### src/rtl/vliw_pkg.sv
// Shared definitions for the VLIW host loader and sequencer: host opcodes,
// loader states, instruction RAM geometry and instruction field positions.
package vliw_pkg;

  localparam logic [1:0] OP_DATA  = 2'd0;
  localparam logic [1:0] OP_BEGIN = 2'd1;
  localparam logic [1:0] OP_RUN   = 2'd2;
  localparam logic [1:0] OP_STOP  = 2'd3;

  typedef enum logic [1:0] {
    ST_IDLE  = 2'd0,
    ST_LOAD  = 2'd1,
    ST_WRITE = 2'd2,
    ST_RUN   = 2'd3
  } state_t;

  localparam int HOST_W      = 16;
  localparam int VLIW_DEPTH  = 512;
  localparam int VLIW_WORD_W = 72;

  // Per-slice field LSBs; slice 2 repeats the layout SLICE_W bits higher.
  localparam int SLICE_W        = 25;
  localparam int F_COEF_LSB     = 0;
  localparam int F_COEF_W       = 9;
  localparam int F_STATE_LSB    = 9;
  localparam int F_STATE_W      = 4;
  localparam int F_BITSTREAM_LSB = 13;
  localparam int F_BITSTREAM_W  = 2;
  localparam int F_SD_ADDR_LSB  = 15;
  localparam int F_SD_ADDR_W    = 4;
  localparam int F_STORE_BIT    = 19;
  localparam int F_LOG_BIT      = 20;
  localparam int F_LOG_ADDR_LSB = 21;
  localparam int F_LOG_ADDR_W   = 4;

  function automatic int slice_base(input int slice);
    return (slice - 1) * SLICE_W;
  endfunction

endpackage

### src/rtl/vliw_word_packer.sv
// Gathers host beats into one instruction word; beat k lands at bits
// [16k+15:16k], the last beat only fills whatever width remains.
module vliw_word_packer
  import vliw_pkg::*;
#(
  parameter int WORD_W = 72,
  parameter int BEATS  = 5
) (
  input  logic              clock_200,
  input  logic              reset,
  input  logic              clear,
  input  logic              load,
  input  logic [HOST_W-1:0] data,
  output logic [WORD_W-1:0] word,
  output logic              partial,
  output logic              done
);

  localparam int BEAT_W = (BEATS > 1) ? $clog2(BEATS) : 1;

  logic [BEAT_W-1:0] beat;
  logic [WORD_W-1:0] shreg;

  assign done    = load && (beat == BEAT_W'(BEATS - 1));
  assign partial = (beat != '0);
  assign word    = shreg;

  always_ff @(posedge clock_200) begin
    if (reset) begin
      beat  <= '0;
      shreg <= '0;
    end else if (clear) begin
      beat <= '0;
    end else if (load) begin
      for (int i = 0; i < WORD_W; i++) begin
        if ((i / HOST_W) == int'(beat))
          shreg[i] <= data[i % HOST_W];
      end
      beat <= done ? '0 : beat + BEAT_W'(1);
    end
  end

endmodule

### src/rtl/vliw_loader.sv
// Host front end for the VLIW sequencer: packs host beats into instruction
// words, writes them to the instruction RAM and owns run/stop control.
module vliw_loader
  import vliw_pkg::*;
#(
  parameter int ADDR_W = 9,
  parameter int WORD_W = 72,
  parameter int BEATS  = 5
) (
  input  logic              clock_200,
  input  logic              reset,
  input  logic              host_valid,
  output logic              host_ready,
  input  logic [1:0]        host_op,
  input  logic [HOST_W-1:0] host_data,
  output logic              write_enable,
  output logic [ADDR_W-1:0] write_address,
  output logic [WORD_W-1:0] write_data,
  output logic              vliw_start,
  output logic [9:0]        loaded_count,
  output logic              error
);

  state_t            state, state_n;
  logic [ADDR_W-1:0] ptr;
  logic              full;
  logic              accept;
  logic              do_begin, set_err, pk_load, pk_clear;
  logic              pk_partial, pk_done;
  logic [WORD_W-1:0] pk_word;

  assign accept        = host_valid && host_ready;
  assign write_address = ptr;
  assign write_data    = pk_word;

  vliw_word_packer #(
    .WORD_W (WORD_W),
    .BEATS  (BEATS)
  ) u_packer (
    .clock_200 (clock_200),
    .reset     (reset),
    .clear     (pk_clear),
    .load      (pk_load),
    .data      (host_data),
    .word      (pk_word),
    .partial   (pk_partial),
    .done      (pk_done)
  );

  always_comb begin
    state_n  = state;
    do_begin = 1'b0;
    set_err  = 1'b0;
    pk_load  = 1'b0;
    pk_clear = 1'b0;
    case (state)
      ST_IDLE: begin
        if (accept) begin
          case (host_op)
            OP_BEGIN: begin
              do_begin = 1'b1;
              pk_clear = 1'b1;
              state_n  = ST_LOAD;
            end
            OP_RUN:  state_n = ST_RUN;
            OP_DATA: set_err = 1'b1;
            default: ;
          endcase
        end
      end
      ST_LOAD: begin
        if (accept) begin
          case (host_op)
            OP_DATA: begin
              pk_load = 1'b1;
              if (pk_done)
                state_n = ST_WRITE;
            end
            OP_BEGIN: begin
              do_begin = 1'b1;
              pk_clear = 1'b1;
            end
            OP_RUN: begin
              set_err  = pk_partial;
              pk_clear = 1'b1;
              state_n  = ST_RUN;
            end
            default: begin
              pk_clear = 1'b1;
              state_n  = ST_IDLE;
            end
          endcase
        end
      end
      ST_WRITE: state_n = ST_LOAD;
      ST_RUN: begin
        if (accept) begin
          case (host_op)
            OP_STOP:  state_n = ST_IDLE;
            OP_DATA:  set_err = 1'b1;
            OP_BEGIN: set_err = 1'b1;
            default: ;
          endcase
        end
      end
      default: state_n = ST_IDLE;
    endcase
  end

  always_ff @(posedge clock_200) begin
    if (reset) begin
      state        <= ST_IDLE;
      ptr          <= '0;
      full         <= 1'b0;
      loaded_count <= '0;
      error        <= 1'b0;
      write_enable <= 1'b0;
      vliw_start   <= 1'b0;
      host_ready   <= 1'b1;
    end else begin
      state        <= state_n;
      host_ready   <= (state_n != ST_WRITE);
      vliw_start   <= (state_n == ST_RUN);
      // Strobe is registered so it coincides with the WRITE cycle itself.
      write_enable <= (state_n == ST_WRITE) && !full;
      if (do_begin) begin
        ptr          <= host_data[ADDR_W-1:0];
        loaded_count <= '0;
        error        <= 1'b0;
        full         <= 1'b0;
      end else if (set_err) begin
        error <= 1'b1;
      end
      if (state == ST_WRITE) begin
        if (!full) begin
          loaded_count <= loaded_count + 10'd1;
          ptr          <= ptr + ADDR_W'(1);
          if (ptr == '1)
            full <= 1'b1;
        end else begin
          error <= 1'b1;
        end
      end
    end
  end

endmodule

### config.mk
export PLATFORM = sky130hd
export DESIGN_NAME = vliw_loader
export DESIGN_NICKNAME = d
export VERILOG_FILES = /design/src/rtl/vliw_pkg.sv /design/src/rtl/vliw_word_packer.sv /design/src/rtl/vliw_loader.sv
export SDC_FILE = /design/constraint.sdc
export NUM_CORES = 1
export LEC_CHECK = 0
export CORE_MARGIN = 2
export CORE_UTILIZATION = 40
export DETAILED_ROUTE_END_ITERATION = 16
export MAX_ROUTING_LAYER = met4
export PLACE_DENSITY = 0.71
export SKIP_CTS_REPAIR_TIMING = 1
export SYNTH_ARGS = -nofsm -noshare
export SYNTH_HDL_FRONTEND = slang
export SYNTH_SLANG_ARGS = --single-unit
### constraint.sdc
create_clock -name clock_200 -period 1.55 [get_ports clock_200]
set_input_delay 0.2325 -clock clock_200 [delete_from_list [all_inputs] [get_ports clock_200]]
set_output_delay 0.2325 -clock clock_200 [all_outputs]
set_load 0.05 [all_outputs]
==> results by group, run 1 <==
Status
  – Outcome: complete, no violations

Setup path
  – Crit path required time: 1.80 ns
  – Internal reg-to-reg setup slack: 0.07 ns
  – Crit-path cells: buf_6 -> nand4b_4 -> o221ai_2 -> a32oi_1 -> or3_1
  – Crit-path max FO: 7
  – CP peak stage delay: 0.37 ns
  – R2r endpoint: host_ready$_SDFF_PP1_
  – Setup crit end kind: flip-flop
  – Crit Path Category: flip-flop to flip-flop
  – Slowest-stage cell, CP: dfxtp_4
  – Startpoint types: flip-flop
  – CP Data Arrival Time: 1.73 ns
  – R2r worst-path depth: 5
  – R2r startpoint: state[1]$_SDFF_PP0_

Timing
  – Fin crit period: 1.48 ns
  – Hold Worst Slack: 0.272 ns
  – Slew HR: 72.6%
  – Final setup vio count: 0
  – Max Freq: 674 MHz
  – Hold Vio Cnt, Final: 0
  – Final Cycle Share: 95.7%
  – Max Transition Viols Final: 0
  – Worst Skew: 0.0191 ns
  – Worst-Margin Slew: 0.410 ns

Floorplanning
  – Die width: 107 um
  – I/O pins: 116
  – Die Ht: 107 um
  – Core area: 0.0103 mm^2
  – Cell row count: 37
  – Initial Util: 41.2%
  – Die area: 0.0114 mm^2

Logic synthesis
  – Cell with the most instances after synthesis: nand2_1
  – Register bit total from synthesis: 101
  – Post-Synth Simple-Gate Area: 24.9%
  – Top cells by count, synth: nand2_1 (144), dfxtp_1 (101), a21oi_1 (63)
  – Gate Count Post-Synth: 499
  – Number of distinct library cells after synthesis: 51
  – Yosys warns: 0
  – Post-synthesis mux area share: 3.16%
  – Cell Area, Synth: 0.00423 mm^2
  – Post-synth EDFFs: 0
  – Asr flop ratio synth: 0%
  – Synth Net Count: 532
  – Syn_area_per_cell: 8.48 um^2
  – Synth Area in Compound Gates: 14.1%
  – Synth Flop Type: dfxtp_1
  – Adder-cell share of the synthesized area: 3.55%
  – Dominant cell type by area after synthesis: dfxtp_1
  – Top area cells in the synthesized netlist: dfxtp_1 (48%), nand2_1 (13%), a21oi_1 (7.4%)
  – Largest family of logic cells by synthesized area: simple AND/OR/NAND/NOR gates
  – Synth Area in XOR/XNOR: 1.03%
  – Sequential cell area fraction in the yosys report: 47.8%
  – Share of the synthesized area in the top cell type: 47.8%

Power and ir drop
  – Peak VDD IR: 0.559 mV
  – Power Dens Cells: 793 mW/mm^2
  – Lkg Pwr: 2.39 nW

Cells and area
  – Final Core Density: 58.5%
  – Fillers: 931
  – Nets@finish: 675
  – Fraction of layout instances using a drive strength above 1: 32.6%
  – Ant diodes: 0
  – Syn-to-layout area delta: 42.1%

Clock tree
  – CTS tree: yes
  – CTS buffer count: 9
  – Reg clk slew, reported paths: 0.11 ns
  – H-Tree Depth: 3
  – Clock sink total: 101
  – CTS root buf: clkbuf_8
  – Clk_lat worst skew: 0.37 ns
  – Clock Tree Buf Depth: 2

Global route
  – Vias in the first global route: 3,760
  – Grt total ovfl: 0
  – First-pass GRT wire length: 18,800 um
  – Total Routing Usage GR: 21.1%
  – Largest net degree at the start of global routing: 35
  – Initial antenna violation count: 0

Route
  – Per-cell routed wire length: 15.1 um
  – Avg Vias per Cell: 5.07
  – Drt drc: 0
  – Total Wirelength: 11,800 um
  – Initial DRC count: 166
  – Antenna violation net count after detailed routing: 0
  – Pre-antenna DRT Iters: 5
  – Vias: 3,973

Flow run
  – Number of max-cap violations: 0

Worst hold path
  – Worst hold endpoint: write_address[4]$_SDFF_PP0_
  – Hold Path Stages: 2
  – Hold WC Path Type: input pin to flip-flop
  – HP Start: reset

Placed design
  – Count of input and output buffers: 115
  – Routability Congestion: 0.827
  – DP HPWL: 8570 um
-- state kept, by name, summed over array words and instances (netlist names) --
signal	cells
u_packer.beat	3
u_packer.word	72
loaded_count	10
write_enable	1
error	1
full	1
write_address	9
vliw_start	1
host_ready	1
state	2
-- layout by cell type, fill, tap and decap left out, types with 3 or more instances in the layout --
master / n
dfxtp_1: 90
inv_1: 4
a21oi_1: 63
ha_4: 3
inv_2: 4
a21oi_2: 10
nand4_1: 8
and3_1: 6
nand2_1: 143
mux2i_1: 10
mux2_2: 3
clkdlybuf4s50_1: 17
dfxtp_2: 9
o21ai_0: 4
nor3_1: 4
nand3_1: 15
nor2_1: 28
buf_12: 16
buf_4: 127
xor2_1: 4
nand2b_1: 3
clkbuf_8: 9
ha_1: 8
-- cells by family after synthesis --
kind of cell    Yosys count
mux                      13
flops                   101
fa+ha+maj                12
xor+xnor                  5
buf+inv                  40
compound gates           97
simple gates            231
-- where the power goes --
group	switching, mW	leakage (nW)	total (mW)	internal, mW
clock	0.990	0.0989	1.61	0.624
sequential	0.0277	0.820	2.64	2.62
combinational	0.294	1.47	0.508	0.214
total	1.31	2.39	4.77	3.45
-- layer usage --
layer | share of wire (%) | routed length, um | up-vias | GRT usage [%]
li1 | - | - | 1976 | -
met1 | 46 | 5490 | 1869 | 27.7
met2 | 47 | 5510 | 121 | 33.5
met3 | 6.3 | 741 | 7 | 4.56
met4 | 0.77 | 91 | 0 | 5.10
met5 | 0 | 0 | - | -
-- critical path, delay by kind of cell (launching register included) --
family | cells | cell delay, ns
AO/OA/AOI/OAI | 2 | 0.30
buffers and inverters | 1 | 0.13
flip-flops | 1 | 0.37
AND/OR/NAND/NOR | 2 | 0.58
-- worst max-delay path by stage --
stage / start / to / cells past startpoint
2_1_floorplan: host_ready$_SDFF_PP1_ / u_packer.word[22]$_SDFFE_PP0P_ / 7
3_3_place_gp: host_op[0] / host_ready$_SDFF_PP1_ / 7
3_5_place_dp: host_op[0] / host_ready$_SDFF_PP1_ / 7
4_1_cts: host_op[0] / host_ready$_SDFF_PP1_ / 7
5_1_grt: state[1]$_SDFF_PP0_ / write_enable$_SDFF_PP0_ / 6
6_report: state[1]$_SDFF_PP0_ / host_ready$_SDFF_PP1_ / 5
-- area by class of cell --
type / count / area, um^2 / share of cell area (%)
well taps: 136 / 170 / 2.83
repair buffers: 164 / 1490 / 24.8
inverters: 8 / 30.0 / 0.499
flip-flops and latches: 101 / 2040 / 33.9
clock inverters: 7 / 67.6 / 1.12
clock buffers: 9 / 124 / 2.06
multi-input cells: 358 / 2090 / 34.7
-- metrics by stage --
step                cell area [um^2]   TNS, ns  total power [mW]  cells  worst slack, ns
finish                          6010         0              4.77    783           0.0674
detailed placement              5660    -31.96              3.17    764           -0.514
global route                    6010  -0.00692              4.96    783         -0.00692
global placement                5660    -28.04              3.17    764           -0.468
CTS                             5860    -0.691              4.77    780           -0.128
floorplan                       4270    -0.199              2.95    499          -0.0193
Power figures use the tool's default switching activity.
==> inputs of run 2 (changes only) <==
--- a/config.mk
+++ b/config.mk
@@ -7,6 +7,7 @@
 export LEC_CHECK = 0
 export CORE_MARGIN = 2
 export CORE_UTILIZATION = 40
+export CTS_CLUSTER_SIZE = 25
 export DETAILED_ROUTE_END_ITERATION = 16
 export MAX_ROUTING_LAYER = met4
 export PLACE_DENSITY = 0.71
==> results of run 2 <==
No change in the layout: final DEF, timing and power equal those of run 1.
==> inputs of run 3 (changes only) <==
--- a/config.mk
+++ b/config.mk
@@ -10,8 +10,7 @@
 export CTS_CLUSTER_SIZE = 25
 export DETAILED_ROUTE_END_ITERATION = 16
 export MAX_ROUTING_LAYER = met4
-export PLACE_DENSITY = 0.71
-export SKIP_CTS_REPAIR_TIMING = 1
+export PLACE_DENSITY = 0.83
 export SYNTH_ARGS = -nofsm -noshare
 export SYNTH_HDL_FRONTEND = slang
 export SYNTH_SLANG_ARGS = --single-unit
==> results by group, run 3 (synthesized netlist as in run 1, its figures left out) <==
Status
  – Outcome: complete, no violations

Floorplanning
  – Initial Util: 41.2% (unchanged)
  – Cell row count: 37 (unchanged)
  – Die width: 107 um (unchanged)
  – Die Ht: 107 um (unchanged)
  – I/O pins: 116 (unchanged)
  – Die area: 0.0114 mm^2 (unchanged)
  – Core area: 0.0103 mm^2 (unchanged)

Route
  – Avg Vias per Cell: 5.17 (+2.0%)
  – Per-cell routed wire length: 15.3 um (+1.1%)
  – Drt drc: 0 (unchanged)
  – Initial DRC count: 182 (+9.6%)
  – DR WL met2: 5970 um (+8.4%)
  – Pre-antenna DRT Iters: 4 (-1)
  – Routed met3 length: 802 um (+8.2%)
  – Antenna violation net count after detailed routing: 0 (unchanged)
  – Vias: 4,041 (+1.7%)
  – Total Wirelength: 11,900 um (+0.81%)
  – Highest routed metal layer: met4
  – M1 WL: 5050 um (-8.0%)

Cells and area
  – Max reg flops: 72 (unchanged)
  – Fraction of layout instances using a drive strength above 1: 31.5% (-1.1 points)
  – Fillers: 920 (-1.2%)
  – Final Core Density: 58.1% (-0.40 points)
  – Most common cell after layout, fill and taps aside: nand2_1
  – Nets@finish: 673 (-0.30%)
  – Ant diodes: 0 (unchanged)
  – FF/Latch Area: 0.00204 mm^2 (-0.12%)
  – Syn-to-layout area delta: 41.1%
  – Most frequent cells in the layout: nand2_1 (144), buf_4 (127), dfxtp_1 (92)
  – Multi-input logic area: 0.00208 mm^2 (-0.66%)

Setup path
  – Crit path required time: 1.86 ns (+0.06 ns)
  – Startpoint types: flip-flop
  – Setup crit end kind: flip-flop
  – Crit-path max FO: 7 (unchanged)
  – CP Data Arrival Time: 1.81 ns (+0.08 ns)
  – Crit Path Category: flip-flop to flip-flop

Global route
  – Grt total ovfl: 0 (unchanged)
  – Largest net degree at the start of global routing: 49 (+40%)
  – First-pass GRT wire length: 18,800 um (+0.22%)
  – Total Routing Usage GR: 21.4% (+0.21 points)
  – Vias in the first global route: 3,849 (+2.4%)
  – Initial antenna violation count: 0 (unchanged)

Timing
  – RSZ-0062 raised after global routing: no
  – Worst-Margin Slew: 0.420 ns (+0.00930 ns)
  – Max Transition Viols Final: 0 (unchanged)
  – Max Freq: 666 MHz (-1.3%)
  – Hold Worst Slack: 0.256 ns (-0.0157 ns)
  – Final setup vio count: 0 (unchanged)
  – Fin crit period: 1.50 ns (+0.0193 ns)
  – Hold Vio Cnt, Final: 0 (unchanged)
  – Slew HR: 72.0% (-0.57 points)
  – Final Cycle Share: 96.9% (+1.2 points)
  – Worst Skew: 0.00962 ns (-0.00948 ns)

Power and ir drop
  – Internal power: 3.75 mW (+8.6%)
  – Clock share of power: 37.1% (+3.2 points)
  – Peak VDD IR: 0.410 mV (-27%)
  – Lkg Pwr: 2.37 nW (-0.70%)
  – Power Dens Cells: 838 mW/mm^2 (+5.7%)
  – Comb power frac: 10.0% (-0.7 points)
  – P_sw: 1.25 mW (-4.5%)
  – Flop pwr share: 52.9% (-2.6 points)
  – Switching share of total power: 25.0% (-2.5 points)

Placed design
  – Count of input and output buffers: 115 (unchanged)
  – Routability Congestion: 0.825 (-0.23%)
  – DP HPWL: 8640 um (+0.87%)

Clock tree
  – Clock sink total: 101 (unchanged)
  – CTS root buf: clkbuf_8
  – Reg clk slew, reported paths: 0.10 ns (about the same)
  – H-Tree Depth: 3 (unchanged)
  – Clk_lat worst skew: 0.37 ns (about the same)
  – CTS buffer count: 9 (unchanged)
  – Clock Tree Buf Depth: 2 (unchanged)
  – CTS tree: yes

Worst hold path
  – Hold WC Path Type: input pin to flip-flop

Flow run
  – Number of max-cap violations: 0 (unchanged)
[run 3: cell types whose count changed in the layout (fill, tap and decap cells not counted), sizes merged, moves of 2 or more]
cell / previous run / this run
dlygate4sd2: 0 / 2
buf: 145 / 142
bufinv: 0 / 2
inv: 11 / 9
[run 3: final cells by class]
type / instances / area share, %
sequential: 101 / 34.1
clock inverter: 6 / 1.59
clock buffer: 10 / 2.14
inverter: 8 / 0.503
tap: 136 / 2.85
timing repair buffer: 161 / 24.0
multi-input combinational: 359 / 34.8
[run 3: power by group through the flow]
stage	Combinational (mW)	Clock (mW)	Sequential, mW
3_5_place_dp	0.476	0	2.70
3_3_place_gp	0.460	0	2.70
5_1_grt	0.533	2.01	2.65
6_report	0.501	1.86	2.65
4_1_cts	0.488	1.89	2.64
2_1_floorplan	0.185	0	2.76
[run 3: routing by layer]
| layer | track usage, % | up-vias |
|---|---|---|
| li1 | - | 1982 |
| met3 | 4.32 | 12 |
| met4 | 5.94 | 0 |
| met5 | - | - |
| met2 | 36.2 | 143 |
| met1 | 25.9 | 1904 |
[run 3: path summary, 6_finish.rpt]
check / depth (start not counted) / slack (ns) / start / to
worst max-delay path: 4 / 0.05 / state[1]$_SDFF_PP0_ / write_address[7]$_SDFF_PP0_
worst min-delay path: 2 / 0.26 / reset / state[1]$_SDFF_PP0_
worst max register to register: 4 / 0.05 / state[1]$_SDFF_PP0_ / write_address[7]$_SDFF_PP0_
worst min register to register: 2 / 0.46 / u_packer.word[16]$_SDFFE_PP0P_ / u_packer.word[16]$_SDFFE_PP0P_
[run 3: critical path, stage by stage (launching register included)]
cell and delay (ns):
dfxtp_4 0.39, or3b_4 0.40, nor3_2 0.20, mux2_2 0.36, nor3_2 0.09
[run 3: stage by stage]
step	TNS (ns)	setup WS, ns	area, um^2	total power [mW]	cells
final	0	0.0480	5970	5.00	781
after CTS	0	0.0188	5920	5.03	780
after floorplan	-0.199	-0.0193	4270	2.95	499
after global routing	0	0.00269	5970	5.19	781
after detailed placement	-32.39	-0.535	5650	3.18	764
after global placement	-26.91	-0.477	5650	3.16	764
[run 3: repair_timing]
action                                  CTS  global route
gates cloned                              0             1
resized for setup                        15            11
hold buffers                              0             0
setup buffers                             0             0
pin swaps                                 1             3
endpoints found under the setup margin   18            21
